$ cat src/rtl/life_engine.sv
// life_engine: 8x8 Conway's Game of Life engine.
// A generation is computed one row per cycle into a shadow buffer and then
// committed to the visible board in a single cycle, so grid never shows a
// half-updated board.
// Optional feature: define LIFE_WRAP_EN for a toroidal board (row 7 touches
// row 0, col 7 touches col 0); otherwise off-board neighbours are dead.
module life_engine (
    input  logic        clk,
    input  logic        reset,
    input  logic        load,
    input  logic [63:0] seed,
    input  logic        step,
    output logic [63:0] grid,
    output logic        busy,
    output logic        done,
    output logic [15:0] gen_count
);

    localparam int unsigned GRID_W = 64;
    localparam int unsigned GEN_W  = 16;
    localparam int unsigned ROW_W  = 3;
    localparam int unsigned CNT_W  = 4;
    localparam int unsigned NROWS  = 8;

    typedef enum logic [1:0] {
        IDLE    = 2'd0,
        COMPUTE = 2'd1,
        COMMIT  = 2'd2
    } state_e;

    state_e              state_q, state_d;
    logic [GRID_W-1:0]   grid_q,  grid_d;
    logic [GRID_W-1:0]   next_q,  next_d;
    logic [ROW_W-1:0]    row_q,   row_d;
    logic [GEN_W-1:0]    gen_q,   gen_d;
    logic                busy_q,  busy_d;
    logic                done_q,  done_d;

    logic [NROWS-1:0]    row_next_c;
    logic [CNT_W-1:0]    nbrs;
    logic                cell_alive;

    // Liveness of board cell (r, c); r/c may step one past the board edge.
    function automatic logic alive_at(input logic [GRID_W-1:0] g,
                                      input int r, input int c);
        logic [ROW_W-1:0] rr;
        logic [ROW_W-1:0] cc;
`ifdef LIFE_WRAP_EN
        // Truncating to 3 bits maps -1 to 7 and 8 to 0.
        rr = ROW_W'(r);
        cc = ROW_W'(c);
        return g[{rr, cc}];
`else
        if (r < 0 || r > 7 || c < 0 || c > 7) begin
            return 1'b0;
        end
        rr = ROW_W'(r);
        cc = ROW_W'(c);
        return g[{rr, cc}];
`endif
    endfunction

    // Next-generation value of the row selected by row_q, from the committed board.
    always_comb begin
        row_next_c = '0;
        nbrs       = '0;
        cell_alive = 1'b0;
        for (int c = 0; c < 8; c++) begin
            nbrs = '0;
            for (int dr = -1; dr <= 1; dr++) begin
                for (int dc = -1; dc <= 1; dc++) begin
                    if (!(dr == 0 && dc == 0)) begin
                        nbrs = nbrs + CNT_W'(alive_at(grid_q, int'(row_q) + dr, c + dc));
                    end
                end
            end
            cell_alive    = alive_at(grid_q, int'(row_q), c);
            row_next_c[c] = (nbrs == CNT_W'(3)) || (cell_alive && nbrs == CNT_W'(2));
        end
    end

    // Next-state and datapath updates; load always wins and aborts any generation.
    always_comb begin
        state_d = state_q;
        grid_d  = grid_q;
        next_d  = next_q;
        row_d   = row_q;
        gen_d   = gen_q;
        done_d  = 1'b0;

        case (state_q)
            IDLE: begin
                if (load) begin
                    grid_d = seed;
                    gen_d  = '0;
                end else if (step) begin
                    row_d   = '0;
                    state_d = COMPUTE;
                end
            end
            COMPUTE: begin
                if (load) begin
                    grid_d  = seed;
                    gen_d   = '0;
                    next_d  = '0;
                    row_d   = '0;
                    state_d = IDLE;
                end else begin
                    next_d[{row_q, 3'b000} +: NROWS] = row_next_c;
                    row_d = row_q + ROW_W'(1);
                    if (row_q == ROW_W'(7)) begin
                        state_d = COMMIT;
                    end
                end
            end
            COMMIT: begin
                if (load) begin
                    grid_d  = seed;
                    gen_d   = '0;
                    next_d  = '0;
                    row_d   = '0;
                    state_d = IDLE;
                end else begin
                    grid_d  = next_q;
                    gen_d   = gen_q + GEN_W'(1);
                    done_d  = 1'b1;
                    state_d = IDLE;
                end
            end
            default: begin
                state_d = IDLE;
            end
        endcase

        busy_d = (state_d != IDLE);
    end

    // State and datapath registers.
    always_ff @(posedge clk or posedge reset) begin
        if (reset) begin
            state_q <= IDLE;
            grid_q  <= '0;
            next_q  <= '0;
            row_q   <= '0;
            gen_q   <= '0;
            busy_q  <= 1'b0;
            done_q  <= 1'b0;
        end else begin
            state_q <= state_d;
            grid_q  <= grid_d;
            next_q  <= next_d;
            row_q   <= row_d;
            gen_q   <= gen_d;
            busy_q  <= busy_d;
            done_q  <= done_d;
        end
    end

    assign grid      = grid_q;
    assign busy      = busy_q;
    assign done      = done_q;
    assign gen_count = gen_q;

endmodule

$ cat config.mk
export PLATFORM = sky130hd
export DESIGN_NAME = life_engine
export DESIGN_NICKNAME = d
export VERILOG_FILES = /design/src/rtl/life_engine.sv
export SDC_FILE = /design/constraint.sdc
export NUM_CORES = 1
export LEC_CHECK = 0
export ABC_AREA = 1
export CAP_MARGIN = 30
export CORE_ASPECT_RATIO = 0.6
export CORE_MARGIN = 2
export CORE_UTILIZATION = 59
export DETAILED_ROUTE_END_ITERATION = 10
export PLACE_DENSITY_LB_ADDON = 0.1
export SLEW_MARGIN = 20
export SYNTH_ARGS = -nofsm -noshare
export SYNTH_HDL_FRONTEND = slang
export SYNTH_SLANG_ARGS = --single-unit
$ cat constraint.sdc
create_clock -name clk -period 15.6 [get_ports clk]
set_input_delay 3.12 -clock clk [delete_from_list [all_inputs] [get_ports clk]]
set_output_delay 3.12 -clock clk [all_outputs]
set_load 0.005 [all_outputs]
==> summary.txt, run 1 <==
Placement
  • Final HPWL DP: 26500 um
  • Dpl cell area: 11200 um2
  • Gpl congestion: 1.04
  • Port buffer count: 149

Power and ir drop
  • Worst vdd ir: around 0.15 mV
  • Psw: 1000 uW
  • Register share of total power: a little under a quarter
  • Clock share of power: 21.4%
  • Leakage power: slightly below 0.006 uW
  • Pwr Density: 167 nW/um2
  • Switching portion of total power: 51.1%
  • P_int: 960 uW
  • Comb pwr share: 55.7%

Global routing
  • Gr usage total: 42.2%
  • First-pass GRT wire length: around 54000 um
  • Vias in the first global route: 9149
  • Largest net degree at the start of global routing: 80
  • Congestion Overflow GR: 0
  • Initial antenna violation count: 0

Flow run
  • Max-Cap Viols: 0

Floorplan
  • Starting Density: 60.0%
  • Row cnt: 36
  • Die Width: around 170 um
  • Ports: 150
  • Die area: approximately 17000 um2
  • Die Ht: ~100 um
  • Core Box Area: ~16000 um2

Synth
  • Ys flop type: dfrtp_1
  • Number of flops mapped to enable cells by yosys: 0
  • Post-synth cell types: 38
  • Async S/R FF share, synth: 100%
  • Post-synth top area cell: dfrtp_1
  • Count leader, synth: nand2_1
  • Post-Syn Instances: ~1300
  • Top cells by count, synth: nand2_1 (352), dfrtp_1 (151), nand3_1 (147), inv_1 (145), o21ai_0 (103)
  • Post-synth top area share: 39.0%
  • Synthesized area per cell: 7.51 um2
  • Top cells by area, synth: dfrtp_1 (39%), nand2_1 (14%), nand3_1 (7.6%)
  • Seq cells post-synth: 151
  • Synth warnings: 0
  • Register area share after synthesis: roughly 40%
  • Post-Syn Area: 9680 um2
  • Synthesized net count: 1412

Min path
  • Worst Hold Class: flop to flop

Setup path
  • Data required, critical path: 15.97 ns
  • Most common cell on crit path: fa_1
  • Crit-path cells: inv_2, ha_1, inv_2, nand2_1, nand2_1, a21oi_1, o21ai_0, fa_1, fa_1, inv_1, fa_1, ha_1, fa_1, o21ai_0, a21oi_1, nand3_1, nand2_1
  • Setup CP Type: flop to flop
  • CP Buf/Inv Count: 3
  • Worst EP arrival: 7.04 ns
  • Crit-path max FO: 44
  • Critical Path Max Stage Delay: 0.76 ns
  • Crit end category: flop
  • Worst path top cell family by delay: adder cells
  • CP max-delay cell: dfrtp_2
  • Crit path launch type: flop

Clock network
  • CTS tree: yes
  • CTS Buf Count: 17
  • Clock Root Buffer: clkbuf_16
  • # Post-CTS Setup Buffers: 0
  • Reg clk slew, reported paths: 0.07 ns
  • Clock Latency Late Sink: 0.44 ns
  • CTS resizes: 0
  • CTS Buffer Depth: 2
  • Post-cts hold buffer count: 0
  • Clk sinks: between 150 and 200
  • Htree depth: 4

Final layout
  • Area of the multi-input gates: between 4000 and 5000 um2
  • Fill cells: approximately 1300
  • Design Area, Final: 11800 um2
  • Storage cell area: 3780 um2
  • Area grow syn2layout: 21.5%
  • Fin nets: approximately 1500
  • Layout cells sized above 1: 6.33%
  • N_diodes: 0

Run status
  • Outcome: finished, final reports clean

Timing
  • Final min period: approximately 6.7 ns
  • RSZ-0062 raised after global routing: no
  • Fin crit share: 42.7%
  • Final Slew Violations: 0
  • Relative slew slack: 32.1%
  • Final hold violations: 0
  • Final setup vio count: 0
  • Fmax: roughly 0.15 GHz
  • Skew final: 0.0146 ns
  • Tightest Pin Transition: 1.01 ns
  • TNS Setup: 0 ns

Routing
  • Drt drc: 0
  • DR WL/cell: roughly 22 um
  • Total Routed Length: 36200 um
  • DR iter-0 viols: 1636
  • First-pass DRT Iterations: 8
  • Vias per cell: 6.23
  • Via count: 10200
  • Antenna Nets Post-Route: 0
[state kept, by name, indices dropped and copies added (netlist names)]
register,flops
done,1
gen_count,16
grid,64
row_q,3
next_q,64
busy,1
state_q,2
[per-layer routing]
| layer | up-vias | share of wire (%) | track usage [%] |
|---|---|---|---|
| li1 | 4463 | - | - |
| met1 | 4861 | 41 | 60.8 |
| met2 | 726 | 40 | 57.8 |
| met3 | 99 | 16 | 17.4 |
| met4 | 2 | 2.9 | 12.7 |
| met5 | - | 0.061 | 2.45 |
[placed cells by master (no fill, tap or decap), drive strengths merged]
| master | netlist | final |
|---|---|---|
| nand2 | 366 | 366 |
| inv | 158 | 167 |
| dfrtp | 151 | 151 |
| nand3 | 150 | 150 |
| clkdlybuf4s50 | 0 | 149 |
| o21ai | 129 | 129 |
| nor2 | 99 | 99 |
| o22ai | 72 | 72 |
| fa | 28 | 28 |
| ha | 27 | 27 |
| a21oi | 22 | 22 |
| clkbuf | 12 | 17 |
| buf | 45 | 9 |
| nand4 | 6 | 6 |
| o211ai | 6 | 6 |
| nor3 | 6 | 6 |
| nand3b | 4 | 4 |
| clkinvlp | 0 | 3 |
| clkinv | 1 | 2 |
| a22o | 1 | 1 |
| or2 | 1 | 1 |
| a32o | 1 | 1 |
| o31ai | 1 | 1 |
| a31o | 1 | 1 |
| xnor2 | 1 | 1 |
| a31oi | 1 | 1 |
| bufinv | 0 | 1 |
[cell type report]
type | instances | share of cell area, %
clock buffer | 17 | 3.62
clock inverter | 14 | 1.32
inverter | 159 | 5.12
multi-input combinational | 922 | 42.3
sequential | 151 | 32.1
tap | 209 | 2.22
timing repair buffer | 158 | 13.3
[worst paths after layout]
check / startpoint / endpoint / slack [ns] / cells after the start
min in group asynchronous: reset / grid[58] / 3.14 / 2
setup / recovery: row_q[0] / next_q[53] / 8.93 / 17
max in group asynchronous: reset / row_q[0] / 11.26 / 3
hold / removal: next_q[7] / next_q[7] / 0.48 / 2
hold reg to reg: next_q[7] / next_q[7] / 0.48 / 2
setup reg to reg: row_q[0] / next_q[53] / 8.93 / 17
[cell families after synthesis]
family / synth area share [%]
buffers and inverters: 9.65
XOR/XNOR: 0.0905
AO/OA/AOI/OAI: 13.5
flip-flops: 39.0
adder cells (fa/ha/maj): 9.28
AND/OR/NAND/NOR: 28.4
[worst min-delay path, stage by stage (launching register included)]
cell and delay [ns]:
dfrtp_1 0.34, nand2_1 0.05, nand2_1 0.06
[stage by stage]
stage               hold slack, ns  std cells  power [uW]  setup slack [ns]  util [%]
floorplan                    0.450       1289        1050              8.42         -
global placement             0.465       1597        1450              9.14      69.2
detailed placement           0.466       1598        1480              9.11      69.3
CTS                          0.485       1629        1910              9.05      72.9
global route                 0.508       1630        2050              8.51      72.9
finish                       0.479       1630        1960              8.93      72.9
[power groups by stage]
stage | clock [uW] | sequential, uW | combinational [uW]
after floorplan | 0 | 444 | 605
after global routing | 434 | 451 | 1170
final | 421 | 448 | 1100
after CTS | 418 | 447 | 1040
after detailed placement | 0 | 454 | 1030
after global placement | 0 | 454 | 996
Note: power is estimated with default switching activity, not from simulation.
==> inputs of run 2 (changes only) <==
- CORE_UTILIZATION: 59 -> 50
- clock period: 15.6 -> 6.05 ns (I/O delays scaled with it)
==> run 2 against run 1 <==
Global-route usage fell by 4.6 points. Clock skew down 0.0077 ns. Largest power group unchanged. Clock power grew 150%.
==> summary.txt, run 2 (synthesis gave the netlist of run 1 again) <==
Setup path
  • Crit-path max FO: 8
  • Worst reg2reg path depth: 18
  • Cell depth of the worst setup path: 18
  • Data required, critical path: 6.44 ns
  • Register-to-register setup slack: 0.79 ns
  • Launch point of the worst reg-to-reg path: row_q[0]
  • Worst EP arrival: 5.65 ns
  • CP max-delay cell: fa_1
  • Crit-path cells: inv_2, ha_1, ha_1, nor2_1, inv_2, o21ai_0, o21ai_1, fa_1, inv_1, fa_1, fa_1, ha_1, fa_1, o21ai_0, a21oi_1, buf_4, nand3_1, nand2_1
  • Crit path launch type: flop
  • Crit end category: flop
  • Critical Path Max Stage Delay: 0.59 ns
  • Worst flop-to-flop path endpoint: next_q[51]
  • Most common cell on crit path: fa_1
  • Setup CP Type: flop to flop
  • Worst path top cell family by delay: adder cells
  • CP Buf/Inv Count: 4

Floorplan
  • Ports: 150
  • Die Ht: 112 um
  • Starting Density: roughly half
  • Core Box Area: 19000 um2
  • Die Width: 184 um
  • Row cnt: 39
  • Die area: slightly above 20000 um2

Clock network
  • CTS Buffer Depth: 2
  • Clk sinks: 151
  • # Post-CTS Setup Buffers: 0
  • Clock Latency Late Sink: 0.45 ns
  • Clock Root Buffer: clkbuf_16
  • CTS resizes: 0
  • Post-cts hold buffer count: 0
  • Reg clk slew, reported paths: 0.07 ns
  • Htree depth: 4
  • CTS tree: yes
  • CTS Buf Count: 17

Final layout
  • Fin nets: 1549
  • Most frequent cells in the layout: nand2_1 (352), dfrtp_1 (150), clkdlybuf4s50_1 (149)
  • Fill cells: 1710
  • Area grow syn2layout: 23.0%
  • N_diodes: 0
  • Layout cells sized above 1: 7.23%
  • Design Area, Final: 11900 um2
  • Commonest non-fill, non-tap cell in the layout: nand2_1

Timing
  • Min Hold Slack: 0.480 ns
  • TNS Setup: 0 ns
  • Final worst slack: 0.787 ns
  • Tightest Pin Transition: 0.911 ns
  • Fmax: 0.190 GHz
  • Final hold violations: 0
  • Final setup vio count: 0
  • Fin crit share: between 80% and 90%
  • RSZ-0062 raised after global routing: no
  • Final Slew Violations: 0
  • Relative slew slack: between 30% and 40%
  • Skew final: 0.00691 ns
  • Final min period: 5.26 ns

Power and ir drop
  • Pwr Density: 421 nW/um2
  • Leakage power: 0.00597 uW
  • Final Total Pwr: approximately 5000 uW
  • Worst vdd ir: 0.292 mV

Global routing
  • First-pass GRT wire length: around 56000 um
  • Congestion Overflow GR: 0
  • Initial antenna violation count: 0
  • Gr usage total: 37.6%
  • Vias in the first global route: 9243
  • Largest net degree at the start of global routing: 73

Run status
  • Outcome: finished, final reports clean

Routing
  • DR WL/cell: about 22 um
  • Via count: about 10000
  • DR iter-0 viols: 1439
  • Total Routed Length: 37600 um
  • Antenna Nets Post-Route: 0
  • Vias per cell: between 5 and 6
  • First-pass DRT Iterations: 6
  • Drt drc: 0

Placement
  • Gpl congestion: ~1
  • Worst slack, placed: 0.952 ns
  • Dpl cell area: around 11000 um2
  • Final HPWL DP: about 29000 um
  • Port buffer count: 149

Min path
  • Hold path startpoint: next_q[50]
  • Worst Hold Endpoint: next_q[50]
  • Hold Path Stages: 2
  • Worst Hold Class: flop to flop

Flow run
  • Max-Cap Viols: 0
-- run 2: changes by cell type in the layout (fill, tap and decap cells not counted), sizes merged --
cell / delta
buf: +17
inv: -6
clkbuf: +4
clkinv: +2
-- run 2: metrics by stage --
stage / utilization (%) / cells
after detailed placement: 59.7 / 1652
final: 62.7 / 1684
after floorplan: - / 1289
after global routing: 62.7 / 1684
after global placement: 59.7 / 1652
after CTS: 62.7 / 1683
-- run 2: area by class of cell --
| type | count | area, um2 | share of cell area (%) |
|---|---|---|---|
| Sequential cell | 151 | 3780 | 31.7 |
| Clock inverter | 10 | 96.3 | 0.809 |
| Tap cell | 246 | 308 | 2.59 |
| Timing Repair Buffer | 175 | 1690 | 14.2 |
| Clock buffer | 21 | 460 | 3.87 |
| Inverter | 159 | 602 | 5.06 |
| Multi-Input combinational cell | 922 | 4970 | 41.8 |
-- run 2: worst min-delay path: cells and delay by family (launching register included) --
kind	cells	cell delay, ns
DFF	1	0.34
and+or+nand+nor	2	0.10
-- run 2: per-layer routing --
layer / track usage, % / vias up / wire [um]
li1: - / 4499 / -
met1: 57.2 / 4688 / 17100
met2: 46.5 / 613 / 14000
met3: 18.0 / 64 / 5680
met4: 10.0 / 0 / 787
met5: 0 / - / 0
-- run 2: worst max-delay path by stage --
stage                        start          to
after global routing      row_q[0]  next_q[51]
final                     row_q[0]  next_q[51]
after detailed placement  row_q[0]  next_q[51]
after floorplan              reset        busy
after CTS                 row_q[0]  next_q[59]
after global placement    row_q[2]  next_q[51]
-- run 2: power by group --
part / internal (uW) / total, uW / leakage [uW] / switching, uW
clock network: 588 / 1050 / 0.000268 / 460
registers: 1090 / 1150 / 0.00199 / 60.7
logic: 911 / 2820 / 0.00372 / 1910
total: 2580 / 5020 / 0.00597 / 2430
==> inputs of run 3 (changes only) <==
- GPL_ROUTABILITY_DRIVEN: default -> 0
==> run 3 against run 2 <==
Total power rose by 2.2%. Sequential power barely moved. Worst hold slack gained 0.0045 ns. Maximum frequency fell by 1.6%. Final cell count down 0.36%. Clock skew grew 0.0029 ns. Combinational power grew 1%. Non-clock buffer count fell by 7. Critical path depth is 1 lower. Final area is 0.29% higher. Critical path type unchanged. Critical endpoint is now next_q[62]. Largest cell class unchanged.
==> summary.txt, run 3 (synthesis gave the netlist of run 1 again) <==
Run status
  • Outcome: finished, final reports clean

Final layout
  • N_diodes: 0
  • Fin nets: roughly 1500
  • Area grow syn2layout: 23.3%
  • Commonest non-fill, non-tap cell in the layout: nand2_1
  • Layout cells sized above 1: 6.91%
  • Most frequent cells in the layout: nand2_1 (352), dfrtp_1 (150), clkdlybuf4s50_1 (149)

Clock network
  • Post-cts hold buffer count: 0
  • CTS Buffer Depth: 2
  • Clock Root Buffer: clkbuf_16
  • Reg clk slew, reported paths: 0.07 ns
  • CTS Buf Count: 17
  • Htree depth: 4
  • CTS resizes: 0
  • CTS tree: yes
  • # Post-CTS Setup Buffers: 0
  • Clk sinks: 151
  • Clock Latency Late Sink: 0.43 ns

Routing
  • DR iter-0 viols: 1219
  • DR WL/cell: 20.7 um
  • Antenna Nets Post-Route: 0
  • Vias per cell: around 5.8
  • First-pass DRT Iterations: 8
  • Via count: about 9800
  • Total Routed Length: 34700 um
  • Drt drc: 0

Setup path
  • Setup CP Type: flop to flop
  • Crit-path max FO: 13
  • Crit end category: flop
  • Crit path launch type: flop
  • Worst EP arrival: ~5.7 ns
  • Data required, critical path: 6.42 ns

Global routing
  • Initial antenna violation count: 0
  • First-pass GRT wire length: 53600 um
  • Vias in the first global route: 9102
  • Congestion Overflow GR: 0
  • Gr usage total: about a third
  • Largest net degree at the start of global routing: 103

Power and ir drop
  • Psw: roughly 2500 uW
  • Clock share of power: 21.9%
  • Pwr Density: roughly 430 nW/um2
  • Leakage power: 0.00598 uW
  • Register share of total power: approximately 22%
  • Comb pwr share: a little under three fifths
  • P_int: ~2600 uW
  • Worst vdd ir: between 0.4 and 0.5 mV
  • Switching portion of total power: 49.2%

Floorplan
  • Die Ht: ~110 um
  • Row cnt: 39
  • Core Box Area: 19000 um2
  • Die Width: 184 um
  • Ports: 150
  • Starting Density: roughly half
  • Die area: 20500 um2

Timing
  • Min Hold Slack: between 0.4 and 0.5 ns
  • TNS Setup: 0 ns
  • RSZ-0062 raised after global routing: no
  • Final min period: 5.35 ns
  • Relative slew slack: 35.2%
  • Final setup vio count: 0
  • Final hold violations: 0
  • Tightest Pin Transition: 0.968 ns
  • Fmax: 0.187 GHz
  • Fin crit share: slightly below 90%
  • Final Slew Violations: 0
  • Skew final: approximately 0.0098 ns

Flow run
  • Max-Cap Viols: 0

Placement
  • Port buffer count: 149
  • Final HPWL DP: 25500 um

Min path
  • Worst Hold Class: flop to flop
[run 3: cell count changes in the layout (fill, tap and decap cells not counted), sizes merged]
cell,previous run,this run
bufinv,1,2
buf,26,19
inv,161,165
clkbuf,21,18
clkinvlp,3,2
[run 3: area by class of cell]
type | instances | area, um2
Timing Repair Buffer | 168 | 1670
Fill cell | 1731 | 7040
Clock buffer | 18 | 429
Sequential cell | 151 | 3780
Inverter | 159 | 602
Clock inverter | 14 | 183
Multi-Input combinational cell | 922 | 4970
Tap cell | 246 | 308
[run 3: critical path, stage by stage (launching register included)]
cell     delay [ns]
dfrtp_1        0.57
inv_2          0.21
ha_1           0.50
inv_1          0.17
nand2_1        0.19
o22ai_1        0.10
o21ai_0        0.55
fa_1           0.52
inv_1          0.09
fa_1           0.41
fa_1           0.52
ha_1           0.25
fa_1           0.49
o21ai_0        0.08
a21oi_1        0.23
buf_4          0.21
nand3_1        0.10
nand2_1        0.09
[run 3: per-stage QoR]
stage / cells / power (uW) / setup WS (ns) / util (%) / instance area [um2]
finish: 1678 / 5130 / 0.701 / 62.9 / 11900
global route: 1678 / 5380 / 0.363 / 62.9 / 11900
CTS: 1677 / 5010 / 0.778 / 62.8 / 11900
detailed placement: 1645 / 3880 / 0.840 / 59.5 / 11300
global placement: 1645 / 3830 / 0.986 / 59.5 / 11300
floorplan: 1289 / 2710 / 0.775 / - / 9680
[run 3: path summary, 6_finish.rpt]
path                       startpoint         end  slack (ns)  cells after the start
setup reg to reg             row_q[2]  next_q[62]        0.70                     17
setup / recovery             row_q[2]  next_q[62]        0.70                     17
min in group asynchronous       reset  next_q[24]        1.30                      2
hold reg to reg            next_q[43]  next_q[43]        0.48                      2
hold / removal             next_q[43]  next_q[43]        0.48                      2
max in group asynchronous       reset    grid[35]        3.71                      3
[run 3: per-layer routing]
metal / share of wire [%] / track usage [%] / routed length [um]
met3: 13 / 13.4 / 4670
met5: 0 / 0 / 0
met4: 2.2 / 8.85 / 750
met2: 40 / 45.1 / 13900
met1: 44 / 53.3 / 15400
[run 3: power by group through the flow]
| stage | logic, uW | registers [uW] | clock network, uW |
|---|---|---|---|
| CTS | 2740 | 1140 | 1120 |
| floorplan | 1560 | 1150 | 0 |
| global placement | 2670 | 1160 | 0 |
| finish | 2860 | 1140 | 1120 |
| global route | 3060 | 1150 | 1170 |
| detailed placement | 2720 | 1160 | 0 |
